<file path="src/rtl/display_scanner_if.sv">
// Load-side bus of the display scanner.
//   value    : 32-bit display value, nibble i shown on digit i
//   load     : single-cycle strobe capturing value/digit_en/dp_in
//   digit_en : per-digit enable, 0 keeps that anode dark
//   dp_in    : per-digit decimal-point request, active-high
// master drives the bus, slave (the scanner) samples it.
interface display_scanner_if;
  logic [31:0] value;
  logic        load;
  logic [7:0]  digit_en;
  logic [7:0]  dp_in;

  modport master (output value, output load, output digit_en, output dp_in);
  modport slave  (input value, input load, input digit_en, input dp_in);
endinterface

</file>
<file path="src/rtl/display_scanner.sv">
// Time-multiplexing scanner for an 8-digit seven-segment display.
// Walks the digits one DIV-cycle slot at a time, presenting the slot nibble to the
// external decoder and driving the active-low anode and decimal point. Loads are
// double-buffered and only become visible at the frame boundary (slot 7 -> 0).
//   clock      : system clock
//   reset      : synchronous active-high reset
//   bus        : load interface (value, load, digit_en, dp_in)
//   digit      : nibble of the current slot, feeds the segment decoder
//   AN         : anodes, active-low
//   DP         : decimal-point cathode, active-low
//   slot       : current slot index
//   frame_done : one-cycle pulse after the slot 7 -> 0 wrap
module display_scanner #(
  parameter int unsigned DIV   = 100000,
  parameter int unsigned BLANK = 16
) (
  input  logic                    clock,
  input  logic                    reset,
  display_scanner_if.slave        bus,
  output logic [3:0]              digit,
  output logic [7:0]              AN,
  output logic                    DP,
  output logic [2:0]              slot,
  output logic                    frame_done
);

  localparam int unsigned CntW = $clog2(DIV);
  localparam logic [CntW-1:0] LastC  = CntW'(DIV - 1);
  localparam logic [CntW-1:0] BlankC = CntW'(BLANK);

  logic [CntW-1:0] cnt_q, cnt_d;
  logic [2:0]      slot_q, slot_d;
  logic [31:0]     pend_value_q, pend_value_d;
  logic [7:0]      pend_en_q, pend_en_d;
  logic [7:0]      pend_dp_q, pend_dp_d;
  logic            pend_valid_q, pend_valid_d;
  logic [31:0]     act_value_q, act_value_d;
  logic [7:0]      act_en_q, act_en_d;
  logic [7:0]      act_dp_q, act_dp_d;
  logic [3:0]      digit_q, digit_d;
  logic [7:0]      an_q, an_d;
  logic            dp_q, dp_d;
  logic            frame_done_q, frame_done_d;
  logic            cnt_wrap, frame_wrap, lit;

  always_comb begin
    cnt_wrap   = (cnt_q == LastC);
    frame_wrap = cnt_wrap && (slot_q == 3'd7);
    cnt_d      = cnt_wrap ? '0 : cnt_q + 1'b1;
    slot_d     = cnt_wrap ? slot_q + 3'd1 : slot_q;

    pend_value_d = pend_value_q;
    pend_en_d    = pend_en_q;
    pend_dp_d    = pend_dp_q;
    pend_valid_d = pend_valid_q;
    act_value_d  = act_value_q;
    act_en_d     = act_en_q;
    act_dp_d     = act_dp_q;

    if (frame_wrap) begin
      // A strobe on the boundary itself bypasses the pending buffer.
      if (bus.load) begin
        act_value_d  = bus.value;
        act_en_d     = bus.digit_en;
        act_dp_d     = bus.dp_in;
        pend_valid_d = 1'b0;
      end else if (pend_valid_q) begin
        act_value_d  = pend_value_q;
        act_en_d     = pend_en_q;
        act_dp_d     = pend_dp_q;
        pend_valid_d = 1'b0;
      end
    end else if (bus.load) begin
      pend_value_d = bus.value;
      pend_en_d    = bus.digit_en;
      pend_dp_d    = bus.dp_in;
      pend_valid_d = 1'b1;
    end

    // Nibble changes together with the slot, taken from the post-boundary buffer.
    digit_d = cnt_wrap ? act_value_d[{slot_d, 2'b00} +: 4] : digit_q;

    // Blanking covers the decoder's register latency at each slot start.
    lit          = (cnt_d >= BlankC) && act_en_d[slot_d];
    an_d         = lit ? ~(8'd1 << slot_d) : 8'hFF;
    dp_d         = ~(lit && act_dp_d[slot_d]);
    frame_done_d = frame_wrap;
  end

  always_ff @(posedge clock) begin
    if (reset) begin
      cnt_q        <= '0;
      slot_q       <= '0;
      pend_value_q <= '0;
      pend_en_q    <= '0;
      pend_dp_q    <= '0;
      pend_valid_q <= 1'b0;
      act_value_q  <= '0;
      act_en_q     <= '0;
      act_dp_q     <= '0;
      digit_q      <= '0;
      an_q         <= 8'hFF;
      dp_q         <= 1'b1;
      frame_done_q <= 1'b0;
    end else begin
      cnt_q        <= cnt_d;
      slot_q       <= slot_d;
      pend_value_q <= pend_value_d;
      pend_en_q    <= pend_en_d;
      pend_dp_q    <= pend_dp_d;
      pend_valid_q <= pend_valid_d;
      act_value_q  <= act_value_d;
      act_en_q     <= act_en_d;
      act_dp_q     <= act_dp_d;
      digit_q      <= digit_d;
      an_q         <= an_d;
      dp_q         <= dp_d;
      frame_done_q <= frame_done_d;
    end
  end

  assign digit      = digit_q;
  assign AN         = an_q;
  assign DP         = dp_q;
  assign slot       = slot_q;
  assign frame_done = frame_done_q;

endmodule

</file>
<file path="src/flat_wrapper.sv">
// flat-port wrapper written by rule: the top's interface ports become plain ports
module display_scanner_flat 
#(
  parameter int unsigned DIV   = 100000,
  parameter int unsigned BLANK = 16
)
  (clock, reset, digit, AN, DP, slot, frame_done, bus_value, bus_load, bus_digit_en, bus_dp_in);
  display_scanner_if bus_i ();
  input  logic clock;
  input  logic reset;
  output logic [3:0] digit;
  output logic [7:0] AN;
  output logic DP;
  output logic [2:0] slot;
  output logic frame_done;
  input wire logic [$bits(bus_i.value)-1:0] bus_value;
  input wire logic [$bits(bus_i.load)-1:0] bus_load;
  input wire logic [$bits(bus_i.digit_en)-1:0] bus_digit_en;
  input wire logic [$bits(bus_i.dp_in)-1:0] bus_dp_in;
  assign bus_i.value = bus_value;
  assign bus_i.load = bus_load;
  assign bus_i.digit_en = bus_digit_en;
  assign bus_i.dp_in = bus_dp_in;
  display_scanner #(.DIV(DIV), .BLANK(BLANK)) u_core (.clock(clock), .reset(reset), .bus(bus_i), .digit(digit), .AN(AN), .DP(DP), .slot(slot), .frame_done(frame_done));
endmodule
</file>
<file path="config.mk">
export PLATFORM = sky130hd
export DESIGN_NAME = display_scanner_flat
export DESIGN_NICKNAME = d
export VERILOG_FILES = /design/src/rtl/display_scanner_if.sv /design/src/rtl/display_scanner.sv /design/src/flat_wrapper.sv
export SDC_FILE = /design/constraint.sdc
export NUM_CORES = 1
export LEC_CHECK = 0
export ABC_CLOCK_PERIOD_IN_PS = 5800
export BUFFER_PORTS_ARGS = -buffer_cell sky130_fd_sc_hd__buf_2
export CORE_MARGIN = 2
export CORE_UTILIZATION = 49
export CTS_CLUSTER_DIAMETER = 30
export DETAILED_ROUTE_END_ITERATION = 7
export PLACE_DENSITY = 0.69
export SETUP_SLACK_MARGIN = 0.3
export SKIP_LAST_GASP = 1
export SYNTH_ARGS = -nofsm -noshare
export SYNTH_HDL_FRONTEND = slang
export SYNTH_SLANG_ARGS = --single-unit
</file>
<file path="constraint.sdc">
create_clock -name clock -period 5.8 [get_ports clock]
set_clock_uncertainty 0.05 [all_clocks]
set_input_delay 0.29 -clock clock [delete_from_list [all_inputs] [get_ports clock]]
set_output_delay 0.29 -clock clock [all_outputs]
set_load 0.01 [all_outputs]
</file>
# Word level (Yosys, flattened, before mapping)
# Cells that the tools add are included.
# word_totals
register_bits	131
inputBits	51
output_inout_bits	17
word_cells	46
# op_classes
n_addsub	2
order_cmp	2
n_eq_ne	2
shifts	2
mux	15
n_bitwise	4
reduce_logical	6
# op_table
operator	n
$mux 32	3
$mux 8	6
$shiftx 32x6->4	1
$add 17x1->17 const B	1
$eq 17x17->1 const B	1
$ge 17x5->1 const B	1
$mux 17	1
$not 8->8	1
$shl 1x3->8 const A	1
$bmux 1 s3	2
$lt 3x4->1 const B	1
$reduce_or 2->1	2
$add 3x1->3 const B	1
$eq 3x3->1 const B	1
$logic_and 1x1->1	3
$mux 3	1
$not 1->1	3
$mux 1	2
$reduce_and 2->1	1

# Depth between registers and ports, before layout
# logic_depth
word_depth	8
depth_mapped	14
ltp_nobuf	10

# Least setup slack after synthesis
# Ideal clock, no wire load.
# synth_timing
kind	register to register
from	register u_core.cnt_q[0]
to	register u_core.an_q[2] (netlist: u_core.AN[2])
setup_time_ns	0.127
arrival_time_ns	2.454
t_required_ns	5.623
slack_ns	3.169
path_stages_with_launch	13
path_buffers	3
period_less_slack_ns	2.631
cell_sequence	dfxtp_1 ha_1 and3_1 buf_2 and4_1 buf_6 and2_4 buf_6 a31o_1 a32oi_1 nand4_1 a211o_2 or3_1
# synth_via
elab_chain_len	8
word_cells_on_any_way	14
cone_classes	add/sub: 1; order compare: 1; eq/ne: 1; shift: 1; mux: 5; bitwise: 2; reduce/logical: 3
# synth_lines
item	line_no	source
from (decl)	display_scanner.sv:31	logic [CntW-1:0] cnt_q, cnt_d;
from (signal assigned)	display_scanner.sv:106	cnt_q <= cnt_d;
branches (longest 8 deep; another with $add 17x1->17)	n/a	
to (signal assigned)	display_scanner.sv:116	an_q <= an_d;
to (decl)	display_scanner.sv:41	logic [7:0] an_q, an_d;
# Parallel ways; which one is timed is not known. The select of a mux whose other input is x is not followed.
# A chain may end at the register's enable or synchronous reset.

# Worst setup path in the final report
# layout_timing
from	register u_core.slot_q[0] (netlist: u_core.slot[0])
to	register u_core.digit_q[2] (netlist: u_core.digit[2])
# layout_via
elab_chain_len	4
word_cells_on_any_way	6
cone_classes	add/sub: 1; eq/ne: 1; shift: 1; mux: 2; reduce/logical: 1
# layout_lines
item	line_no	source
from (decl)	display_scanner.sv:32	logic [2:0] slot_q, slot_d;
from (signal assigned)	display_scanner.sv:107	slot_q <= slot_d;
branches (longest 3 deep; another with $add 3x1->3)	n/a	
$shiftx 32x6->4 *	display_scanner.sv:81	digit_d = cnt_wrap ? act_value_d[{slot_d, 2'b00} +: 4] : digit_q;
to (signal assigned)	display_scanner.sv:115	digit_q <= digit_d;
to (decl)	display_scanner.sv:40	logic [3:0] digit_q, digit_d;
# Every way passes the cells marked *.

==> flow_metrics.env <==
export IMPL_status="complete, no violations"
export IMPL_wl_per_cell_um=18.12
export IMPL_finalCritPeriodShare_pct=66.74
export IMPL_synth_top_cell_by_area="dfxtp_1"
export IMPL_cts_buffers=17
export IMPL_cts_tree="yes"
export IMPL_postSynthAreaPerCell_um2=8.034
export IMPL_die_x_um=116.7
export IMPL_p_leak_nw=2.644
export IMPL_reg2reg_depth=8
export IMPL_gpl_final_weighted_congestion=0.9056
export IMPL_drv_slew=0
export IMPL_drc=0
export IMPL_synth_nets=829
export IMPL_cap_violations=0
export IMPL_cp_arrival_ns=4.09
export IMPL_final_hold_violation_count=0
export IMPL_die_area_um2=13620
export IMPL_ctsHoldBuffers=0
export IMPL_grtUsageTotal_pct=27.02
export IMPL_overflow=0
export IMPL_start_kind="flip-flop"
export IMPL_ys_seq_area_share_pct=42.12
export IMPL_grt_pass1_wl_mm=28.36
export IMPL_sw_frac_of_total_pct=21.14
export IMPL_final_common_cell="dfxtp_1"
export IMPL_synth_area_top_cells="dfxtp_1 42%, nand2_1 7.5%, a21oi_1 6.2%, nor2_1 4.5%, nor3_1 2.5%"
export IMPL_cp_slowest_stage_delay_ns=1.02
export IMPL_worst_pin_slew_ns=1.307
export IMPL_areaGrowthSynthToFinish_pct=14.87
export IMPL_yosys_most_used_dff="dfxtp_1"
export IMPL_setup_viol=0
export IMPL_rsz0062_at_grt="no"
export IMPL_crit_buf_inv=0
export IMPL_cp_common_cell="ha_1"
export IMPL_cts_resized=0
export IMPL_hpwl_mm=11.48
export IMPL_rows=41
export IMPL_power_internal_mw=1.778
export IMPL_period_needed_ns=3.871
export IMPL_dieHeight_um=116.7
export IMPL_grt_max_degree=100
export IMPL_syn_area_um2=6226
export IMPL_synthArstFlopShare_pct=0
export IMPL_cts_htree_levels=4
export IMPL_routed_via_density=6.009
export IMPL_hold_path_class="input pin to flip-flop"
export IMPL_initial_core_util_pct=49.74
export IMPL_layout_common_cells="131 x dfxtp_1, 125 x nand2_1, 77 x a21oi_1"
export IMPL_irDropWorstVdd_v=0.0001460
export IMPL_cts_buffer_depth=2
export IMPL_cts_root_buf="clkbuf_16"
export IMPL_ant_nets=0
export IMPL_cp_num_cells=8
export IMPL_drive_gt1_share_pct=14.44
export IMPL_dr_pass1_iters=5
export IMPL_drt_total_wl_mm=17.80
export IMPL_ys_seq_elements=131
export IMPL_finalNetCount=851
export IMPL_p_comb_share_pct=5.1
export IMPL_clkLatencyLatePin_ns=0.42
export IMPL_fin_setup_tns_ns=0
export IMPL_min_path_cells=3
export IMPL_syn_inst=775
export IMPL_grt_pass1_vias=5572
export IMPL_max_freq_ghz=0.2584
export IMPL_cp_max_fo=21
export IMPL_yosysWarnings=0
export IMPL_placed_cell_area_um2=6481
export IMPL_multi_input_area_um2=3212
export IMPL_via_count=5901
export IMPL_p_sw_uw=476.7
export IMPL_fin_area_um2=7152
export IMPL_synth_cell_types=69
export IMPL_cpMaxStageDelayCell="nand4_1"
export IMPL_p_per_area_nw_per_um2=315.2
export IMPL_clock_sinks=131
export IMPL_cp_end_kind="flip-flop"
export IMPL_regArea_um2=2623
export IMPL_postCtsSetupRepairBufs=0
export IMPL_antenna_found_initial=0
export IMPL_criticalPathCategory="flip-flop to flip-flop"
export IMPL_p_clk_share_pct=53.6
export IMPL_cts_reportedPaths_clkPinSlew_ns=0.06
export IMPL_seqPwrFrac_pct=41.4
export IMPL_port_buffers=67
export IMPL_path_delay_family="compound AO/OA/AOI/OAI gates"
export IMPL_netlist_area_leader_share_pct=42.12
export IMPL_drtIter0Drc=578
export IMPL_r2r_slack_ns=1.93
export IMPL_path_cells="ha_1, ha_1, nand4_1, o22ai_1, nor3_1, a2111oi_0, a311o_1, a21oi_1"
export IMPL_core_um2=12520
export IMPL_slew_headroom_pct=12.86
export IMPL_nFillCells=1209
export IMPL_synth_edf_count=0
export IMPL_insertedDiodeCount=0
export IMPL_required_ns=6.01
export IMPL_io_pins=68
through the flow:
step / utilization (%) / instances / hold slack, ns / total power [mW] / setup WS [ns]
after global placement: 51.78 / 950 / 0.3871 / 1.059 / 2.042
after detailed placement: 51.78 / 950 / 0.3916 / 1.064 / 1.989
final: 57.14 / 982 / 0.06144 / 2.254 / 1.929
after floorplan: - / 775 / 0.3760 / 1.020 / 3.169
after CTS: 57.14 / 982 / 0.05306 / 2.263 / 1.984
after global routing: 57.14 / 982 / 0.06184 / 2.322 / 1.599
cell type report:
class,count,area share [%]
multi-input cells,560,44.91
flip-flops and latches,131,36.67
clock buffers,23,6.963
repair buffers,72,5.248
well taps,172,3.009
clock inverters,9,2.414
inverters,15,0.7873
tightest hold or removal path: stages:
cell and delay (ns):
buf_2 0.10, nand2_1 0.05, a21oi_1 0.05
layer usage:
| layer | part of all wire (%) | GRT usage [%] |
|---|---|---|
| met5 | 0 | 0 |
| met4 | 2.1 | 11.06 |
| met3 | 6.6 | 5.812 |
| met2 | 48 | 44.43 |
| met1 | 43 | 34.55 |
synthesized netlist by cell type, drive strengths merged, types with 3 or more instances:
cell and instances:
a211oi 3, xor2 9, nor2 75, o22ai 19
xnor2 8, o31ai 5, and4 10, dfxtp 131
clkbuf 40, inv 15, nand4 13, a221oi 8
or3 12, o311ai 3, nor2b 5, nand4b 7
ha 3, buf 29, a22oi 11, o22a 9
a21oi 77, nand2b 7, a31oi 18, a32o 3
and2 9, mux2i 3, and3 7, o21ai 8
a22o 8, nand3 22, nor3 31, a32oi 7
nand2 126, nand3b 4
logic make-up (layout without fill, tap and decap cells):
| family | Yosys count | after routing | share of synthesized area [%] |
|---|---|---|---|
| simple gates | 339 | 339 | 26.75 |
| mux | 3 | 3 | 0.5426 |
| flops | 131 | 131 | 42.12 |
| buf+inv | 84 | 119 | 6.411 |
| xor+xnor | 17 | 17 | 2.392 |
| fa+ha+maj | 3 | 3 | 0.6030 |
| compound gates | 198 | 198 | 21.18 |
flip-flops by register name (all words and copies together), names as in the netlist:
register,cells
u_core.frame_done,1
u_core.digit,4
u_core.AN,8
u_core.act_en_q,8
u_core.pend_en_q,8
u_core.cnt_q,17
u_core.act_dp_q,8
u_core.pend_value_q,32
u_core.pend_dp_q,8
u_core.pend_valid_q,1
u_core.slot,3
u_core.act_value_q,32
u_core.DP,1
power by group through the flow:
stage	Combinational (mW)	Clock, mW	Sequential (mW)
finish	0.114	1.21	0.932
global route	0.126	1.26	0.934
CTS	0.113	1.22	0.932
detailed placement	0.113	0	0.951
global placement	0.109	0	0.950
floorplan	0.0718	0	0.948
worst paths after layout:
kind                                         startpoint                      end
worst max-delay path                     u_core.slot[0]          u_core.digit[2]
worst min-delay path                      bus_value[15]  u_core.pend_value_q[15]
worst max register to register           u_core.slot[0]          u_core.digit[2]
worst min register to register  u_core.pend_value_q[20]  u_core.pend_value_q[20]
Note: power is estimated with default switching activity, not from simulation.
